==> config.mk <==
export PLATFORM = sky130hd
export DESIGN_NAME = fp_posit_mul_serial
export DESIGN_NICKNAME = d
export VERILOG_FILES = /design/src/rtl/fp_posit_mul_serial.sv
export SDC_FILE = /design/constraint.sdc
export NUM_CORES = 1
export LEC_CHECK = 0
export CORE_MARGIN = 5
export CORE_UTILIZATION = 50
export DETAILED_ROUTE_END_ITERATION = 12
export PLACE_DENSITY_LB_ADDON = 0.25
export SYNTH_ARGS = -nofsm -noshare
export SYNTH_HDL_FRONTEND = slang
export SYNTH_SLANG_ARGS = --single-unit
==> constraint.sdc <==
create_clock -name clk -period 5.6 [get_ports clk]
set_input_delay 0.84 -clock clk [delete_from_list [all_inputs] [get_ports clk]]
set_output_delay 0.84 -clock clk [all_outputs]
set_load 0.005 [all_outputs]
==> src/rtl/fp_posit_mul_serial.sv <==
// Bit-serial FP16 x posit multiplier: the weight posit arrives MSB-first, one bit per accepted
// beat, and the significand product is built by shift-add as the fraction bits stream in.
module fp_posit_mul_serial #(
  parameter int ACT_WIDTH = 16,
  parameter int EXP_WIDTH = 5,
  parameter int MAN_WIDTH = 10,
  parameter int MAX_PBITS = 8,
  parameter int ES_MAX    = 2
) (
  input  logic                                                   clk,
  input  logic                                                   rst,
  input  logic [ACT_WIDTH-1:0]                                   act,
  input  logic                                                   w,
  input  logic                                                   valid,
  input  logic                                                   set,
  input  logic [$clog2(MAX_PBITS+1)-1:0]                         precision,
  input  logic [$clog2(ES_MAX+1)-1:0]                            es,
  output logic                                                   sign_out,
  output logic [EXP_WIDTH+ES_MAX+$clog2(MAX_PBITS)+1-1:0]        exp_out,
  output logic [MAN_WIDTH+MAX_PBITS-3+2-1:0]                     man_out,
  output logic                                                   zero_out,
  output logic                                                   nar_out,
  output logic                                                   out_valid
);
  localparam int FRAC_W    = MAX_PBITS - 3;
  localparam int MAN_OUT_W = MAN_WIDTH + FRAC_W + 2;
  localparam int EXP_OUT_W = EXP_WIDTH + ES_MAX + $clog2(MAX_PBITS) + 1;
  localparam int PW        = $clog2(MAX_PBITS + 1);
  localparam int EW        = $clog2(ES_MAX + 1);
  localparam int AW        = MAN_WIDTH + 1;

  localparam logic [PW-1:0] ONE_P   = PW'(1);
  localparam logic [PW-1:0] MIN_N   = PW'(3);
  localparam logic [PW-1:0] MAX_N   = PW'(MAX_PBITS);
  localparam logic [PW-1:0] FRAC_WL = PW'(FRAC_W);
  localparam logic [EW-1:0] ONE_E   = EW'(1);
  localparam logic [EW-1:0] MAX_ES  = EW'(ES_MAX);

  // Decode phase; PH_SIGN holds exactly when the bit counter is 0.
  localparam logic [1:0] PH_SIGN   = 2'd0;
  localparam logic [1:0] PH_REGIME = 2'd1;
  localparam logic [1:0] PH_EXP    = 2'd2;
  localparam logic [1:0] PH_FRAC   = 2'd3;

  logic [PW-1:0]        n_q, cnt_q, cnt_d, k_q, k_d, m_q, m_d;
  logic [EW-1:0]        es_q, ecnt_q, ecnt_d;
  logic [1:0]           phase_q, phase_d;
  logic [ES_MAX-1:0]    e_q, e_d;
  logic [EXP_WIDTH-1:0] aexp_q, aexp_d;
  logic [AW-1:0]        a_q, a_d;
  logic [MAN_OUT_W-1:0] acc_q, acc_d;
  logic                 azero_q, azero_d, sgn_q, sgn_d, wsign_q, wsign_d;
  logic                 r0_q, r0_d, any_q, any_d;

  logic                 sign_o_q, zero_o_q, nar_o_q, out_valid_q;
  logic [EXP_OUT_W-1:0] exp_o_q;
  logic [MAN_OUT_W-1:0] man_o_q;

  logic [PW-1:0]        n_cfg, n_cur;
  logic [EW-1:0]        es_cfg, es_cur;
  logic                 load_cfg, last, hidden;

  assign n_cfg    = (precision < MIN_N) ? MIN_N : ((precision > MAX_N) ? MAX_N : precision);
  assign es_cfg   = (es > MAX_ES) ? MAX_ES : es;
  assign load_cfg = set && (cnt_q == '0);
  assign n_cur    = load_cfg ? n_cfg : n_q;
  assign es_cur   = load_cfg ? es_cfg : es_q;
  assign last     = (cnt_q == (n_cur - ONE_P));
  assign hidden   = |act[ACT_WIDTH-2 -: EXP_WIDTH];

  always_comb begin
    cnt_d = cnt_q; phase_d = phase_q; k_d = k_q; m_d = m_q; ecnt_d = ecnt_q;
    e_d = e_q; aexp_d = aexp_q; a_d = a_q; acc_d = acc_q; azero_d = azero_q;
    sgn_d = sgn_q; wsign_d = wsign_q; r0_d = r0_q; any_d = any_q;
    if (valid) begin
      cnt_d = last ? '0 : cnt_q + ONE_P;
      case (phase_q)
        PH_SIGN: begin
          sgn_d   = act[ACT_WIDTH-1] ^ w;
          wsign_d = w;
          aexp_d  = act[ACT_WIDTH-2 -: EXP_WIDTH];
          a_d     = {hidden, act[MAN_WIDTH-1:0]};
          acc_d   = {{(MAN_OUT_W-AW){1'b0}}, hidden, act[MAN_WIDTH-1:0]};
          azero_d = !hidden && (act[MAN_WIDTH-1:0] == '0);
          k_d = '0; m_d = '0; ecnt_d = '0; e_d = '0; r0_d = 1'b0; any_d = 1'b0;
          phase_d = PH_REGIME;
        end
        PH_REGIME: begin
          any_d = any_q | w;
          if (cnt_q == ONE_P) begin
            r0_d = w;
            k_d  = ONE_P;
          end else if (w == r0_q) begin
            k_d = k_q + ONE_P;
          end else begin
            phase_d = (es_cur == '0) ? PH_FRAC : PH_EXP;
          end
        end
        PH_EXP: begin
          any_d  = any_q | w;
          e_d    = ES_MAX'({e_q, w});
          ecnt_d = ecnt_q + ONE_E;
          if (ecnt_d == es_cur) phase_d = PH_FRAC;
        end
        default: begin
          any_d = any_q | w;
          acc_d = (acc_q << 1) + (w ? {{(MAN_OUT_W-AW){1'b0}}, a_q} : '0);
          m_d   = m_q + ONE_P;
        end
      endcase
      if (last) phase_d = PH_SIGN;
    end
  end

  // Final result, formed from this beat's next-state values so the last bit is included.
  logic [EXP_OUT_W-1:0] kx, r_s, scale, exp_calc, exp_nxt;
  logic [ES_MAX-1:0]    e_fin;
  logic [MAN_OUT_W-1:0] man_nxt;
  logic                 nar_nxt, zero_nxt;

  always_comb begin
    kx       = {{(EXP_OUT_W-PW){1'b0}}, k_d};
    r_s      = r0_d ? (kx - EXP_OUT_W'(1)) : (-kx);
    e_fin    = e_d << (es_cur - ecnt_d);
    scale    = (r_s << es_cur) + {{(EXP_OUT_W-ES_MAX){1'b0}}, e_fin};
    exp_calc = {{(EXP_OUT_W-EXP_WIDTH){1'b0}}, aexp_d} + scale;
    nar_nxt  = wsign_d && !any_d;
    zero_nxt = !nar_nxt && (!any_d || azero_d);
    exp_nxt  = (nar_nxt || zero_nxt) ? '0 : exp_calc;
    man_nxt  = (nar_nxt || zero_nxt) ? '0 : (acc_d << (FRAC_WL - m_d));
  end

  always_ff @(posedge clk) begin
    if (!rst) begin
      n_q <= MAX_N; es_q <= '0; cnt_q <= '0; phase_q <= PH_SIGN;
      k_q <= '0; m_q <= '0; ecnt_q <= '0; e_q <= '0; aexp_q <= '0; a_q <= '0;
      acc_q <= '0; azero_q <= 1'b0; sgn_q <= 1'b0; wsign_q <= 1'b0; r0_q <= 1'b0; any_q <= 1'b0;
      sign_o_q <= 1'b0; exp_o_q <= '0; man_o_q <= '0; zero_o_q <= 1'b0; nar_o_q <= 1'b0;
      out_valid_q <= 1'b0;
    end else begin
      if (load_cfg) begin
        n_q  <= n_cfg;
        es_q <= es_cfg;
      end
      cnt_q <= cnt_d; phase_q <= phase_d; k_q <= k_d; m_q <= m_d; ecnt_q <= ecnt_d;
      e_q <= e_d; aexp_q <= aexp_d; a_q <= a_d; acc_q <= acc_d; azero_q <= azero_d;
      sgn_q <= sgn_d; wsign_q <= wsign_d; r0_q <= r0_d; any_q <= any_d;
      out_valid_q <= valid && last;
      if (valid && last) begin
        sign_o_q <= sgn_d;
        exp_o_q  <= exp_nxt;
        man_o_q  <= man_nxt;
        zero_o_q <= zero_nxt;
        nar_o_q  <= nar_nxt;
      end
    end
  end

  assign sign_out  = sign_o_q;
  assign exp_out   = exp_o_q;
  assign man_out   = man_o_q;
  assign zero_out  = zero_o_q;
  assign nar_out   = nar_o_q;
  assign out_valid = out_valid_q;
endmodule

# [Yosys cells after proc, flatten, opt, wreduce, memory -nomap -nowiden]
# Cells that the tools add are included.
[op_classes] bitwise_logic=2 muxes=41 n_reduce_logical=19 magnitude_cmp=3 n_eq_ne=9 shifts=3 n_addsub=12
[op_table] operator="$mux 17" count=2
[op_table] operator="$pmux 17 s2" count=1
[op_table] operator="$mux 11" count=3
[op_table] operator="$mux 4" count=8
[op_table] operator="$add 17x11->17" count=1
[op_table] operator="$shl 17x4->17" count=1
[op_table] operator="$mux 2" count=8
[op_table] operator="$pmux 4 s2" count=2
[op_table] operator="$add 4x1->4 const B" count=3
[op_table] operator="$add 11x2->11" count=1
[op_table] operator="$add 5x11->11" count=1
[op_table] operator="$mux 1" count=11
[op_table] operator="$neg 4->11" count=1
[op_table] operator="$shl 11x2->11" count=1
[op_table] operator="$logic_not 10->1" count=1
[op_table] operator="$mux 5" count=2
[op_table] operator="$ne 3x3->1 const B" count=3
[op_table] operator="$pmux 2 s2" count=2
[op_table] operator="$pmux 2 s3" count=1
[op_table] operator="$logic_and 1x1->1" count=5
[op_table] operator="$reduce_and 5->1" count=1
[op_table] operator="$reduce_or 5->1" count=1
[op_table] operator="$sub 4x1->5 const B" count=1
[op_table] operator="$eq 4x1->1 const B" count=1
[op_table] operator="23 further kinds" count=27
[totals] elab_cells=111 out_inout_bits=32 regBits=94

# [Depth between registers and ports, before layout]
[depth] depth_word=11 mapped_depth=24 ltp_nobuf=23

# [Worst setup path after synthesis]
# OpenSTA, ideal clock, no wires.
[synth_path] path_kind="input to register" from="input port w" to="register exp_o_q[9] (netlist: exp_out[9])" setup_ns=0.119 setup_slack_ns=0.873 arrival_ns=4.608 cell_stages=20 cell_sequence="buf_6 -> xor2_1 -> o311ai_1 -> inv_1 -> ha_1 -> mux2i_1 -> xnor2_1 -> nor2_1 -> fa_1 -> ha_1 -> inv_1 -> fa_1 -> nor2b_1 -> o21ai_0 -> nand2b_1 -> a21o_1 -> o31ai_1 -> nor4_2 -> xnor2_1 -> o21ai_1"
[synth_between] elab_chain_cells=11
[synth_rtl] element="from (decl)" line_no="13" source="input logic w,"
[synth_rtl] element="$eq 1x1->1" line_no="93" source="end else if (w == r0_q) begin"
[synth_rtl] element="$mux 4" line_no="93"
[synth_rtl] element="$mux 4" line_no="90" source="if (cnt_q == ONE_P) begin"
[synth_rtl] element="$pmux 4 s2" line_no="77" source="case (phase_q)"
[synth_rtl] element="$mux 4" line_no="75" source="if (valid) begin"
[synth_rtl] element="$neg 4->11 / $sub 4x1->5 (equally long branches)" line_no="123" source="r_s = r0_d ? (kx - EXP_OUT_W'(1)) : (-kx);"
[synth_rtl] element="$mux 11" line_no="123"
[synth_rtl] element="$shl 11x2->11" line_no="125" source="scale = (r_s << es_cur) + {{(EXP_OUT_W-ES_MAX){1'b0}}, e_fin};"
[synth_rtl] element="$add 11x2->11" line_no="125"
[synth_rtl] element="$add 5x11->11" line_no="126" source="exp_calc = {{(EXP_OUT_W-EXP_WIDTH){1'b0}}, aexp_d} + scale;"
[synth_rtl] element="$mux 11 *" line_no="129" source="exp_nxt = (nar_nxt || zero_nxt) ? '0 : exp_calc;"
[synth_rtl] element="to (signal assigned)" line_no="151" source="exp_o_q <= exp_nxt;"
[synth_rtl] element="to (decl)" line_no="56" source="logic [EXP_OUT_W-1:0] exp_o_q;"
# Mark *: on every way between the ends. The rest lies on a longest branch, timed or not.
# A chain may end at the register's enable or synchronous reset.

# [Worst setup path after layout]
# Ends and elaborated chain as after synthesis.

==> summary by stage <==
Drt
The first routing iteration left 506 violations. Across all layers, the routed design uses 6166 vias. Routed signal wires occupy layers up through met4.

The met2 wire length is 8970 um. The count of nets left with antenna violations once routing finished came out at 0. Detailed routing placed a total of 829 um of wire on met3. The routed wirelength normalized by instance count is 17.3 um. The number of iterations in the first detailed-routing pass is 5.

The total DRC errors in the routed layout is 0. The detailed router put a total of 7520 um of wire on met1. Wires add up to 17800 um. The number of vias per cell after detailed routing is 6.00.

Layout
Summing all multi-input logic gate instances after layout gives 4210 um2. The number of antenna cells inserted is 0. In the final layout, the share of cells above drive strength 1 is 7.60%. After routing the design area is 7420 um2. In the final layout, flip-flops and latches occupy 1880 um2. Cells fill 58.8% of the core in the end. The area overhead of the layout relative to synthesis is 15.3%. The number of nets in the layout is 913. The fill cell total of the finished layout is 1175.

Die
The I/O pin count is 59. The horizontal die dimension is 123 um. The core region is 12600 um2. The floorplan step set the die height to 123 um. The floorplan step defined a die boundary enclosing 15200 um2. Once the floorplan was initialized, standard cells occupied 51.0% of the core. The total number of placement rows is 41.

CTS
Buffers added to address setup during post-CTS repair amount to 0. CTS placed an instance of clkbuf_16 at the clock tree root. The latest clock arrival within the worst-skew pair is 0.36 ns. The total number of clock tree sinks is 94. The total of cells resized after clock tree synthesis is 0. TritonCTS built the clock tree.

No sink is reached through more buffers than the 2 on the longest clock path. After clock tree synthesis, the clock-pin slew on the worst setup and hold paths is 0.07 ns. The number of buffers added by the clock tree synthesis step is 9. The maximum level of the CTS H-tree is 3. Buffers inserted to repair hold after CTS numbered 0.

Logic synthesis
The share of the synthesized area in the top cell type is 29.3%. The dominant register cell in the synthesized netlist is dfxtp_1. The number of enable-type register cells in the synthesized netlist is 0. After Yosys synthesis, full adders, half adders and majority gates account for 7.47% of the synthesized area. The mapped cell area is 6430 um2. Dividing the synthesized area by the synthesized cell count gives 7.88 um2.

In the synthesized netlist, the cells that appear most often are 124 x nand2_1, 94 x dfxtp_1, 68 x nor2_1. The fraction of synthesized area in multiplexers is 3.81%. The flop and latch count out of synthesis is 94. Of all flip-flops after synthesis, the portion carrying an async set or reset was 0%. The sequential area share after synthesis is 29.3%. The simple-gate share of the synthesized area is 25.0%. The xor and xnor area share after synthesis is 5.02%. The number of standard cells after synthesis is 816. The net count after synthesis is 879. The largest total area in the synthesized netlist belongs to dfxtp_1. The number of warnings reported in the yosys synthesis log is 0. After synthesis, the largest family of logic cells by area is simple AND/OR/NAND/NOR gates.

The synthesized netlist devotes 24.2% of its cell area to compound gates. The netlist uses 86 different library cells. Among all cell types in the netlist, the one instantiated most often is nand2_1.

In the post-synthesis netlist, the biggest area contributors are dfxtp_1 29%, nand2_1 7.2%, ha_1 6.2%.

Timing
Setup repair after global routing left no endpoint under its margin. The setup TNS is 0 ns. The minimum clock period is 5.07 ns. For the pin with the worst max-slew slack, the measured transition is 0.907 ns. The final setup skew is 0.0131 ns. The smallest setup slack after layout is 0.526 ns. The normalized max-slew margin is 39.2%. Based on the critical path, the design can be clocked at up to 197 MHz.

The final worst-path cycle share is 90.6%. Setup violations remaining at the end of the flow were counted as 0. The hold violation total from the final report is 0. The number of slew-limit violations in the final report is 0.

Worst setup path
The maximum net fanout on the critical path is 4. By startpoint and endpoint, the worst setup path is classified as input pin to flip-flop. The worst setup path is launched from an input pin. The arrival time of data at the critical path endpoint is 5.32 ns. For the worst setup path, the data required time is 5.85 ns. STA classifies the critical path endpoint as a flip-flop.

Power and ir drop
The worst-case IR drop observed on VDD is 0.148 mV. The cell leakage power is 2.96 nW. The power per unit of standard cell area is 325 nW/um2.

Placement
Summed over all nets, the half-perimeter wirelength after detailed placement is 13000 um. The count of input and output buffers is 58. The instance area at placement is 7090 um2. The global placement routability congestion is 0.915. The pre-CTS setup slack is 0.265 ns.

Outcome
The flow ran to the end, and the final reports show no timing, DRC or antenna violations.

Global route
The largest net degree at the start of global routing is 60. The first global-routing pass estimated 28900 um of wire. The via count of the first global-routing pass is 5921. The total overflow left after global routing is 0. The number of antenna violations at the first check in global routing was 0.

The aggregate global-route resource usage is 23.6%.

Min path
The worst hold path belongs to the class flip-flop to flip-flop.

Run
The max-cap violation count is 0.
## registers in the layout, indices dropped and copies added (netlist names), 2 cells and up
signal	cells
a_q	11
acc_q	17
aexp_q	5
cnt_q	4
e_q	2
ecnt_q	2
es_q	2
exp_out	11
k_q	4
m_q	4
man_out	17
n_q	4
phase_q	2
## cells in the final DEF, fill, tap and decap left out, types with 10 or more instances in the layout
master	netlist	final
ha_1	32	32
and2_1	28	28
nand4_1	11	11
a22oi_1	13	13
o21ai_0	36	36
buf_4	0	15
clkdlybuf4s50_1	0	58
and3_1	10	10
xnor2_1	23	23
a21o_1	12	12
a22o_1	10	10
nand2_1	124	124
nand3_1	23	23
inv_1	24	24
mux2i_1	14	14
nor2_1	68	68
xor2_1	12	12
dfxtp_1	94	94
nor3_1	15	15
a21oi_1	64	64
## worst paths after layout
check	endpoint	slack, ns	startpoint	cells past startpoint
worst min-delay path	exp_out[10]$_SDFFE_PN0P_	0.45	exp_out[10]$_SDFFE_PN0P_	2
worst min register to register	exp_out[10]$_SDFFE_PN0P_	0.45	exp_out[10]$_SDFFE_PN0P_	2
worst max register to register	exp_out[7]$_SDFFE_PN0P_	0.63	phase_q[0]$_SDFFE_PN0P_	21
worst max-delay path	exp_out[9]$_SDFFE_PN0P_	0.53	w	21
## through the flow
stage               total power, W  hold slack (ns)  std cells
floorplan                  0.00149            0.432        816
global placement           0.00170            0.440       1011
detailed placement         0.00173            0.447       1011
CTS                        0.00241            0.459       1027
global route               0.00255            0.477       1027
finish                     0.00241            0.455       1027
## layer usage
layer | vias to the layer above | track usage, %
li1 | 3008 | -
met4 | 0 | 10.9
met5 | - | 0
met2 | 200 | 41.4
met1 | 2915 | 28.5
met3 | 43 | 3.52
## cells by family (layout without fill, tap and decap cells)
| family | Yosys count | count (layout) |
|---|---|---|
| flip-flops | 94 | 94 |
| AND/OR/NAND/NOR | 327 | 327 |
| adder cells (fa/ha/maj) | 36 | 36 |
| buffers and inverters | 74 | 113 |
| AO/OA/AOI/OAI | 226 | 226 |
| multiplexers | 23 | 23 |
| XOR/XNOR | 36 | 36 |
## worst max-delay path, stage by stage
cell	delay, ns
clkdlybuf4s50_1	0.56
xor2_1	0.33
a31oi_1	0.13
o22ai_1	0.36
inv_1	0.12
ha_1	0.32
mux2i_1	0.16
xnor2_1	0.16
nor2_1	0.08
fa_1	0.51
ha_1	0.18
inv_1	0.06
fa_1	0.40
nor2b_1	0.11
o21ai_0	0.10
nand2b_1	0.13
a21o_1	0.13
o31ai_1	0.08
nor4_2	0.32
xnor2_1	0.16
o21ai_1	0.07
## power by group
part	total (W)	internal, W	switching (W)	leakage, nW
registers	0.000768	0.000725	0.0000423	0.764
logic	0.000966	0.000375	0.000591	2.04
clock network	0.000679	0.000393	0.000286	0.152
## layout make-up
class	instances	share of cell area, %
Inverter	24	1.21
Multi-Input combinational cell	648	56.8
Clock inverter	7	1.32
Sequential cell	94	25.4
Tap cell	172	2.90
Clock buffer	9	3.04
Timing Repair Buffer	73	9.35
Power figures use the tool's default switching activity.
